## config.mk

```make
export PLATFORM = sky130hd
export DESIGN_NAME = shift_frame_sched_flat
export DESIGN_NICKNAME = d
export VERILOG_FILES = /design/src/rtl/shift_frame_sched_if.sv /design/src/rtl/shift_frame_sched.sv /design/src/flat_wrapper.sv
export SDC_FILE = /design/constraint.sdc
export NUM_CORES = 1
export LEC_CHECK = 0
export ABC_AREA = 0
export CAP_MARGIN = 20
export CORE_ASPECT_RATIO = 0.9
export CORE_MARGIN = 2
export CORE_UTILIZATION = 38
export CTS_CLUSTER_SIZE = 8
export DETAILED_ROUTE_END_ITERATION = 10
export HOLD_SLACK_MARGIN = 0.05
export PLACE_DENSITY = 0.72
export SLEW_MARGIN = 5
export SYNTH_ARGS = -nofsm -noshare
export SYNTH_HDL_FRONTEND = slang
export SYNTH_SLANG_ARGS = --single-unit
```

## constraint.sdc

```tcl
create_clock -name clk -period 1.05 [get_ports clk]
set_input_delay 0.315 -clock clk [delete_from_list [all_inputs] [get_ports clk]]
set_output_delay 0.315 -clock clk [all_outputs]
set_load 0.02 [all_outputs]
```

## src/rtl/shift_frame_sched_if.sv

```systemverilog
// Request/ack and shift-register control bundle between two requesters,
// the frame scheduler and the shift register it drives.
interface shift_frame_sched_if #(
    parameter int NBITS = 4
);
    logic             Req0;
    logic             Req1;
    logic [NBITS-1:0] Data0;
    logic [NBITS-1:0] Data1;
    logic             Ack0;
    logic             Ack1;
    logic             Load;
    logic             ShiftEn;
    logic [NBITS-1:0] ParallelIn;
    logic             ShiftIn;
    logic             SerValid;
    logic             SerLast;
    logic             SerSrc;
    logic             Busy;

    modport master (
        output Req0, Req1, Data0, Data1,
        input  Ack0, Ack1, Load, ShiftEn, ParallelIn, ShiftIn,
        input  SerValid, SerLast, SerSrc, Busy
    );

    modport slave (
        input  Req0, Req1, Data0, Data1,
        output Ack0, Ack1, Load, ShiftEn, ParallelIn, ShiftIn,
        output SerValid, SerLast, SerSrc, Busy
    );
endinterface

```

## src/rtl/shift_frame_sched.sv

```systemverilog
// Round-robin scheduler sharing one MSB-first parallel-load shift register
// between two requesters; every output is registered from the next state.
module shift_frame_sched #(
    parameter int NBITS    = 4,
    parameter int IDLE_GAP = 1
) (
    input  logic                  clk,
    input  logic                  reset_n,
    shift_frame_sched_if.slave    bus
);
    localparam int CNT_W = $clog2((NBITS > IDLE_GAP) ? NBITS : IDLE_GAP);
    localparam logic [CNT_W-1:0] LAST_BIT = CNT_W'(NBITS - 1);
    localparam logic [CNT_W-1:0] GAP_INIT = CNT_W'((IDLE_GAP > 0) ? IDLE_GAP - 1 : 0);

    typedef enum logic [1:0] {
        ST_IDLE,
        ST_LOAD,
        ST_SHIFT,
        ST_GAP
    } state_t;

    state_t             state_reg, state_next;
    logic [CNT_W-1:0]   cnt_reg, cnt_next;
    logic               last_grant_reg, last_grant_next;
    logic               grant_valid;
    logic               grant;
    logic [NBITS-1:0]   grant_data;
    logic [1:0]         ack_set;
    logic [1:0]         ack_reg;
    logic               load_reg;
    logic               shift_en_reg;
    logic               ser_last_reg;
    logic               ser_src_reg;
    logic               busy_reg;
    logic [NBITS-1:0]   parallel_in_reg;

    always_comb begin
        state_next      = state_reg;
        cnt_next        = cnt_reg;
        last_grant_next = last_grant_reg;
        grant_valid     = 1'b0;
        grant           = 1'b0;
        case (state_reg)
            ST_IDLE: begin
                if (bus.Req0 || bus.Req1) begin
                    grant_valid     = 1'b1;
                    // On a tie the requester not served last wins.
                    grant           = (bus.Req0 && bus.Req1) ? ~last_grant_reg : bus.Req1;
                    last_grant_next = grant;
                    state_next      = ST_LOAD;
                end
            end
            ST_LOAD: begin
                cnt_next   = LAST_BIT;
                state_next = ST_SHIFT;
            end
            ST_SHIFT: begin
                if (cnt_reg == '0) begin
                    if (IDLE_GAP == 0) begin
                        state_next = ST_IDLE;
                    end else begin
                        state_next = ST_GAP;
                        cnt_next   = GAP_INIT;
                    end
                end else begin
                    cnt_next = cnt_reg - CNT_W'(1);
                end
            end
            ST_GAP: begin
                if (cnt_reg == '0) begin
                    state_next = ST_IDLE;
                end else begin
                    cnt_next = cnt_reg - CNT_W'(1);
                end
            end
            default: state_next = ST_IDLE;
        endcase
    end

    assign grant_data = grant ? bus.Data1 : bus.Data0;

    generate
        for (genvar gi = 0; gi < 2; gi++) begin : g_ack
            assign ack_set[gi] = grant_valid && (grant == 1'(gi));
        end
    endgenerate

    always_ff @(posedge clk) begin
        if (!reset_n) begin
            state_reg       <= ST_IDLE;
            cnt_reg         <= '0;
            last_grant_reg  <= 1'b1;
            ack_reg         <= '0;
            load_reg        <= 1'b0;
            shift_en_reg    <= 1'b0;
            ser_last_reg    <= 1'b0;
            ser_src_reg     <= 1'b0;
            busy_reg        <= 1'b0;
            parallel_in_reg <= '0;
        end else begin
            state_reg      <= state_next;
            cnt_reg        <= cnt_next;
            last_grant_reg <= last_grant_next;
            ack_reg        <= ack_set;
            load_reg       <= (state_next == ST_LOAD);
            shift_en_reg   <= (state_next == ST_SHIFT);
            ser_last_reg   <= (state_next == ST_SHIFT) && (cnt_next == '0);
            busy_reg       <= (state_next != ST_IDLE);
            // The output word register doubles as the hold register.
            if (grant_valid) begin
                parallel_in_reg <= grant_data;
                ser_src_reg     <= grant;
            end
        end
    end

    assign bus.Ack0       = ack_reg[0];
    assign bus.Ack1       = ack_reg[1];
    assign bus.Load       = load_reg;
    assign bus.ShiftEn    = shift_en_reg;
    assign bus.ParallelIn = parallel_in_reg;
    assign bus.ShiftIn    = 1'b0;
    assign bus.SerValid   = shift_en_reg;
    assign bus.SerLast    = ser_last_reg;
    assign bus.SerSrc     = ser_src_reg;
    assign bus.Busy       = busy_reg;
endmodule

```

## src/flat_wrapper.sv

```systemverilog
// flat-port wrapper written by rule: the top's interface ports become plain ports
module shift_frame_sched_flat 
#(
    parameter int NBITS    = 4,
    parameter int IDLE_GAP = 1
)
  (clk, reset_n, bus_Req0, bus_Req1, bus_Data0, bus_Data1, bus_Ack0, bus_Ack1, bus_Load, bus_ShiftEn, bus_ParallelIn, bus_ShiftIn, bus_SerValid, bus_SerLast, bus_SerSrc, bus_Busy);
  shift_frame_sched_if #(.NBITS(NBITS)) bus_i ();
  input  logic clk;
  input  logic reset_n;
  input wire logic [$bits(bus_i.Req0)-1:0] bus_Req0;
  input wire logic [$bits(bus_i.Req1)-1:0] bus_Req1;
  input wire logic [$bits(bus_i.Data0)-1:0] bus_Data0;
  input wire logic [$bits(bus_i.Data1)-1:0] bus_Data1;
  output wire logic [$bits(bus_i.Ack0)-1:0] bus_Ack0;
  output wire logic [$bits(bus_i.Ack1)-1:0] bus_Ack1;
  output wire logic [$bits(bus_i.Load)-1:0] bus_Load;
  output wire logic [$bits(bus_i.ShiftEn)-1:0] bus_ShiftEn;
  output wire logic [$bits(bus_i.ParallelIn)-1:0] bus_ParallelIn;
  output wire logic [$bits(bus_i.ShiftIn)-1:0] bus_ShiftIn;
  output wire logic [$bits(bus_i.SerValid)-1:0] bus_SerValid;
  output wire logic [$bits(bus_i.SerLast)-1:0] bus_SerLast;
  output wire logic [$bits(bus_i.SerSrc)-1:0] bus_SerSrc;
  output wire logic [$bits(bus_i.Busy)-1:0] bus_Busy;
  assign bus_i.Req0 = bus_Req0;
  assign bus_i.Req1 = bus_Req1;
  assign bus_i.Data0 = bus_Data0;
  assign bus_i.Data1 = bus_Data1;
  assign bus_Ack0 = bus_i.Ack0;
  assign bus_Ack1 = bus_i.Ack1;
  assign bus_Load = bus_i.Load;
  assign bus_ShiftEn = bus_i.ShiftEn;
  assign bus_ParallelIn = bus_i.ParallelIn;
  assign bus_ShiftIn = bus_i.ShiftIn;
  assign bus_SerValid = bus_i.SerValid;
  assign bus_SerLast = bus_i.SerLast;
  assign bus_SerSrc = bus_i.SerSrc;
  assign bus_Busy = bus_i.Busy;
  shift_frame_sched #(.NBITS(NBITS), .IDLE_GAP(IDLE_GAP)) u_core (.clk(clk), .reset_n(reset_n), .bus(bus_i));
endmodule
```

# Yosys cells after proc, flatten, opt, wreduce, memory -nomap -nowiden

Cells that the tools add are included.

Add/subtract/negate cells: 1
Multipliers: 0
Divide/modulo/power cells: 0
Order comparisons: 0
Equal/unequal tests: 5
Shift operators: 0
Multiplexer cells: 13
Bitwise gates (word level): 2
Reduce and logical (&&, ||, !) cells: 10

Operators by type and width:

| operator                                             | number |
|---|---|
| two-way mux 2 bit                                    | 5 |
| one-hot mux 2 bit (4 select lines)                   | 1 |
| equality test 2 bit (second input constant)          | 3 |
| zero test 2 bit                                      | 3 |
| one-hot mux 2 bit (3 select lines)                   | 1 |
| two-way mux 1 bit                                    | 5 |
| equality test 2 x 1 -> 1 bit (second input constant) | 2 |
| logical AND 1 bit                                    | 4 |
| two-way mux 4 bit                                    | 1 |
| NOT 1 bit                                            | 2 |
| AND reduction 2 bit                                  | 1 |
| nonzero test 2 bit                                   | 1 |
| subtractor 2 x 1 -> 2 bit (second input constant)    | 1 |
| logical OR 1 bit                                     | 1 |

Flip-flop bits (word level): 16
Latch bits: 0
RAM bits: 0
Bits in read-only memories: 0
Input port bits: 12
Output and inout bits: 13
Word-level logic and storage cells: 41
Memories kept: 0

# Logic depth before layout (Yosys ltp)

Gate-level depths: netlist (run 1).

Word-level depth: 6
Depth in mapped cells: 4
Gate-level depth less buffers: 3

# Worst setup path before layout (run 1)

Ideal clock, no wire load.

Path type: register -> register
Start: register u_core.state_reg[0]
End: register u_core.last_grant_reg
Setup time: 0.119 ns
Data arrival time: 0.947 ns
Data required time: 0.931 ns
Setup slack: -0.016 ns
Stages on the path, launching flop included: 5
Buffers on the path: 1
Period minus slack after synthesis: 1.066 ns
Cell sequence: dfxtp_1 -> buf_4 -> nor3b_4 -> and3_1 -> nor2_1

Cells in the longest elaborated chain, start to end: 2

RTL lines:

| item                                 | line                     | source |
|---|---|---|
| from (decl)                          | shift_frame_sched.sv:22  | `state_t state_reg, state_next;` |
| from (signal assigned)               | shift_frame_sched.sv:101 | `state_reg <= state_next;` |
| zero test 2 bit                      | shift_frame_sched.sv:43  | `case (state_reg)` |
| AND reduction 2 bit (no source line) | n/a                      |  |
| to (signal assigned)                 | shift_frame_sched.sv:103 | `last_grant_reg <= last_grant_next;` |
| to (decl)                            | shift_frame_sched.sv:24  | `logic last_grant_reg, last_grant_next;` |

Every way passes these cells.
A chain may end at the register's enable or synchronous reset.

# Worst setup path in the final report (run 1)

Start: register u_core.state_reg[1]
End: register u_core.last_grant_reg

The elaborated chain is that of the path after synthesis.

==> metrics.csv, run 1 <==
stage,metric,value,unit
logic_synthesis,"Distinct cells, synth",29,
worst_hold_path,hold crit path type,flop to flop,
critical_path,critical path required time,1.23,ns
global_routing,initial antenna violation count,0,
floorplan,Core ar.,1680,µm²
logic_synthesis,Synth Instances,72,
timing,Max Clock Skew,0.00329,ns
power_and_ir_drop,peak supply drop,1.08,mV
floorplan,initial core utilization,0.403,
timing,Final Critical Period,1.10,ns
logic_synthesis,synth warn,0,
placement,number of port buffers,23,
power_and_ir_drop,Pwr per Cell Area,1580,nW/µm²
floorplan,Cell Rows,14,
cts,CTS tree,yes,
finish,max reg flops,4,
logic_synthesis,Post-synth EDFFs,0,
global_routing,first-pass GRT wire length,2.82,mm
routing,WL/cell,12.0,µm
power_and_ir_drop,post-layout power,1.76,mW
finish,synth-to-layout area growth,64.0,%
placement,hpwl dp,1.12,mm
cts,clk sinks,16,
routing,Initial DRC Count,6,
critical_path,CP cell instances,nor3b_4 -> and3_4 -> nor2_1,
cts,CTS Buffer Depth,2,
cts,Root Driver,clkbuf_4,
floorplan,IO Count,25,
global_routing,vias in the first global route,668,
critical_path,Critical-path top delay cell,dfxtp_2,
critical_path,Slowest Stage Delay on Critical Path,0.37,ns
routing,Vias/cell,4.84,
placement,GP Congestion,0.723,
critical_path,CP Max Fanout,8,
finish,share of layout cells above drive strength 1,0.477,
global_routing,gr ovfl total,0,
power_and_ir_drop,Leak Pwr,0.447,nW
cts,worst skew pair latency,0.29,ns
cts,H-tree depth,1,
global_routing,largest net degree at the start of global routing,10,
critical_path,CP endpoint kind,flop,
floorplan,chip width,48.5,µm
logic_synthesis,post-synth net total,84,
critical_path,worst setup path class,flop to flop,
logic_synthesis,largest area contributor in the netlist,dfxtp_1,
critical_path,CP top delay family,simple AND/OR/NAND/NOR gates,
logic_synthesis,sequential fraction of the synthesis area,0.472,
logic_synthesis,Main synth FF type,dfxtp_1,
finish,fin area,1110,µm²
critical_path,CP bufs+invs,0,
timing,final period utilization,1.04,
logic_synthesis,"FFs w/ async S/R, synth",0,
cts,clock slew seen by the registers of the worst setup and hold paths,0.09,ns
routing,vias,634,
logic_synthesis,most instantiated cells after synthesis,"dfxtp_1 (16), inv_1 (5), nor2_1 (5), a21oi_1 (4), nand3_1 (4)",
logic_synthesis,most used standard cell by instance count after synthesis,dfxtp_1,
timing,unrepaired setup endpoints after global routing,true,
status,status,finished with violations,
cts,Num CTS Buffers,3,
timing,Fmax achieved,913,MHz
timing,Final Hold Vio Count,0,
global_routing,Overall Global Routing Usage,0.176,
timing,Final Setup Violations,9,
routing,"wirelength, routed",1.58,mm
finish,nets@finish,120,
finish,# diodes,0,
logic_synthesis,area fraction of the dominant cell type after synthesis,0.472,
critical_path,crit path launch type,flop,
timing,setup total negative slack,-0.116,ns
logic_synthesis,synthesis-stage register bit count,16,
placement,Area after DPL,980,µm²
flow_run,max-cap violation count,0,
critical_path,Worst EP arrival,1.28,ns
logic_synthesis,largest cells by area after synthesis,"dfxtp_1 (47%), o311ai_1 (3.9%), buf_4 (3.3%)",
status,failing checks,negative setup slack,
logic_synthesis,Mapped Area,678,µm²
floorplan,die height,44.1,µm
logic_synthesis,Synth Area per Inst,9.42,µm²
routing,first-pass detailed-route iteration total,4,
cts,cts hold-fix bufs,0,
timing,final worst slack,-0.0450,ns
routing,DRC Markers,0,
routing,Routed Antenna Nets,0,
floorplan,Die Area,2140,µm²
placement,pre-CTS setup slack,-0.466,ns
timing,max-slew violations,0,
[layout by cell type (no fill, tap or decap), types with 2 or more instances in the layout]
master           count
nor2_1               4
clkbuf_4             3
a21oi_1              4
and2_1               2
dfxtp_1              3
o21ai_0              2
inv_1                5
dfxtp_2             12
nand4_1              3
o21a_1               3
buf_4               12
clkdlybuf4s50_1      8
o311ai_1             3
o21ai_1              2
nand3_1              4
dlygate4sd2_1        3
nand2b_1             3
buf_6               12
[layer usage]
layer  routed length [µm]  track usage  vias up  share of wire
li1                     -            -      325              -
met2                  739        0.294       23           0.47
met4                   37       0.0971        0          0.023
met5                    0            0        -              0
met3                  110       0.0642        4          0.070
met1                  688        0.200      282           0.44
[final cells by class]
type                       count  area, µm²
tap                           24       30.0
inverter                       5       18.8
fill                         147        569
timing repair buffer          35        332
clock buffer                   4       36.3
sequential                    16        339
multi-input combinational     47        357
[logic make-up after synthesis]
logic type	Yosys count	share of synthesized area
buf+inv	9	0.0775
other cells	1	0.00553
compound gates	19	0.192
flops	16	0.472
simple gates	27	0.253
[final timing paths]
kind	startpoint	end	slack, ns	cells past startpoint
max	u_core.state_reg[1]	u_core.last_grant_reg	-0.05	3
min	u_core.bus.ParallelIn[2]	u_core.bus.ParallelIn[2]	0.51	2
max reg2reg	u_core.state_reg[1]	u_core.last_grant_reg	-0.05	3
min reg2reg	u_core.bus.ParallelIn[2]	u_core.bus.ParallelIn[2]	0.51	2
[worst register-to-register path, stage by stage, from the launching register on]
cell and delay [ns]:
dfxtp_2 0.37, nor3b_4 0.34, and3_4 0.25, nor2_1 0.04
[power by group]
part	switching, mW	internal (mW)	leakage, nW
Combinational	0.268	0.310	0.289
Sequential	0.0815	0.698	0.137
Clock	0.191	0.211	0.0210
Total	0.541	1.22	0.447
[timing repair]
action	4_1_cts	5_1_grt
endpoints found under the hold margin	0	0
pin swaps	3	2
setup endpoints to repair	26	20
gates cloned	0	0
buffers inserted	2	0
gates resized for setup	91	7
[per-stage QoR]
step	hold WS, ns	utilization	std cells
floorplan	0.433	-	72
global placement	0.489	0.583	125
detailed placement	0.502	0.583	125
CTS	0.513	0.639	131
global route	0.534	0.661	131
finish	0.510	0.661	131
(Power assumes the default switching activity.)
==> inputs of run 2 (changes only) <==
GPL_ROUTABILITY_DRIVEN = 0   (was not set)
==> results of run 2 <==
The final DEF is identical to that of run 1; final timing and power are the same.
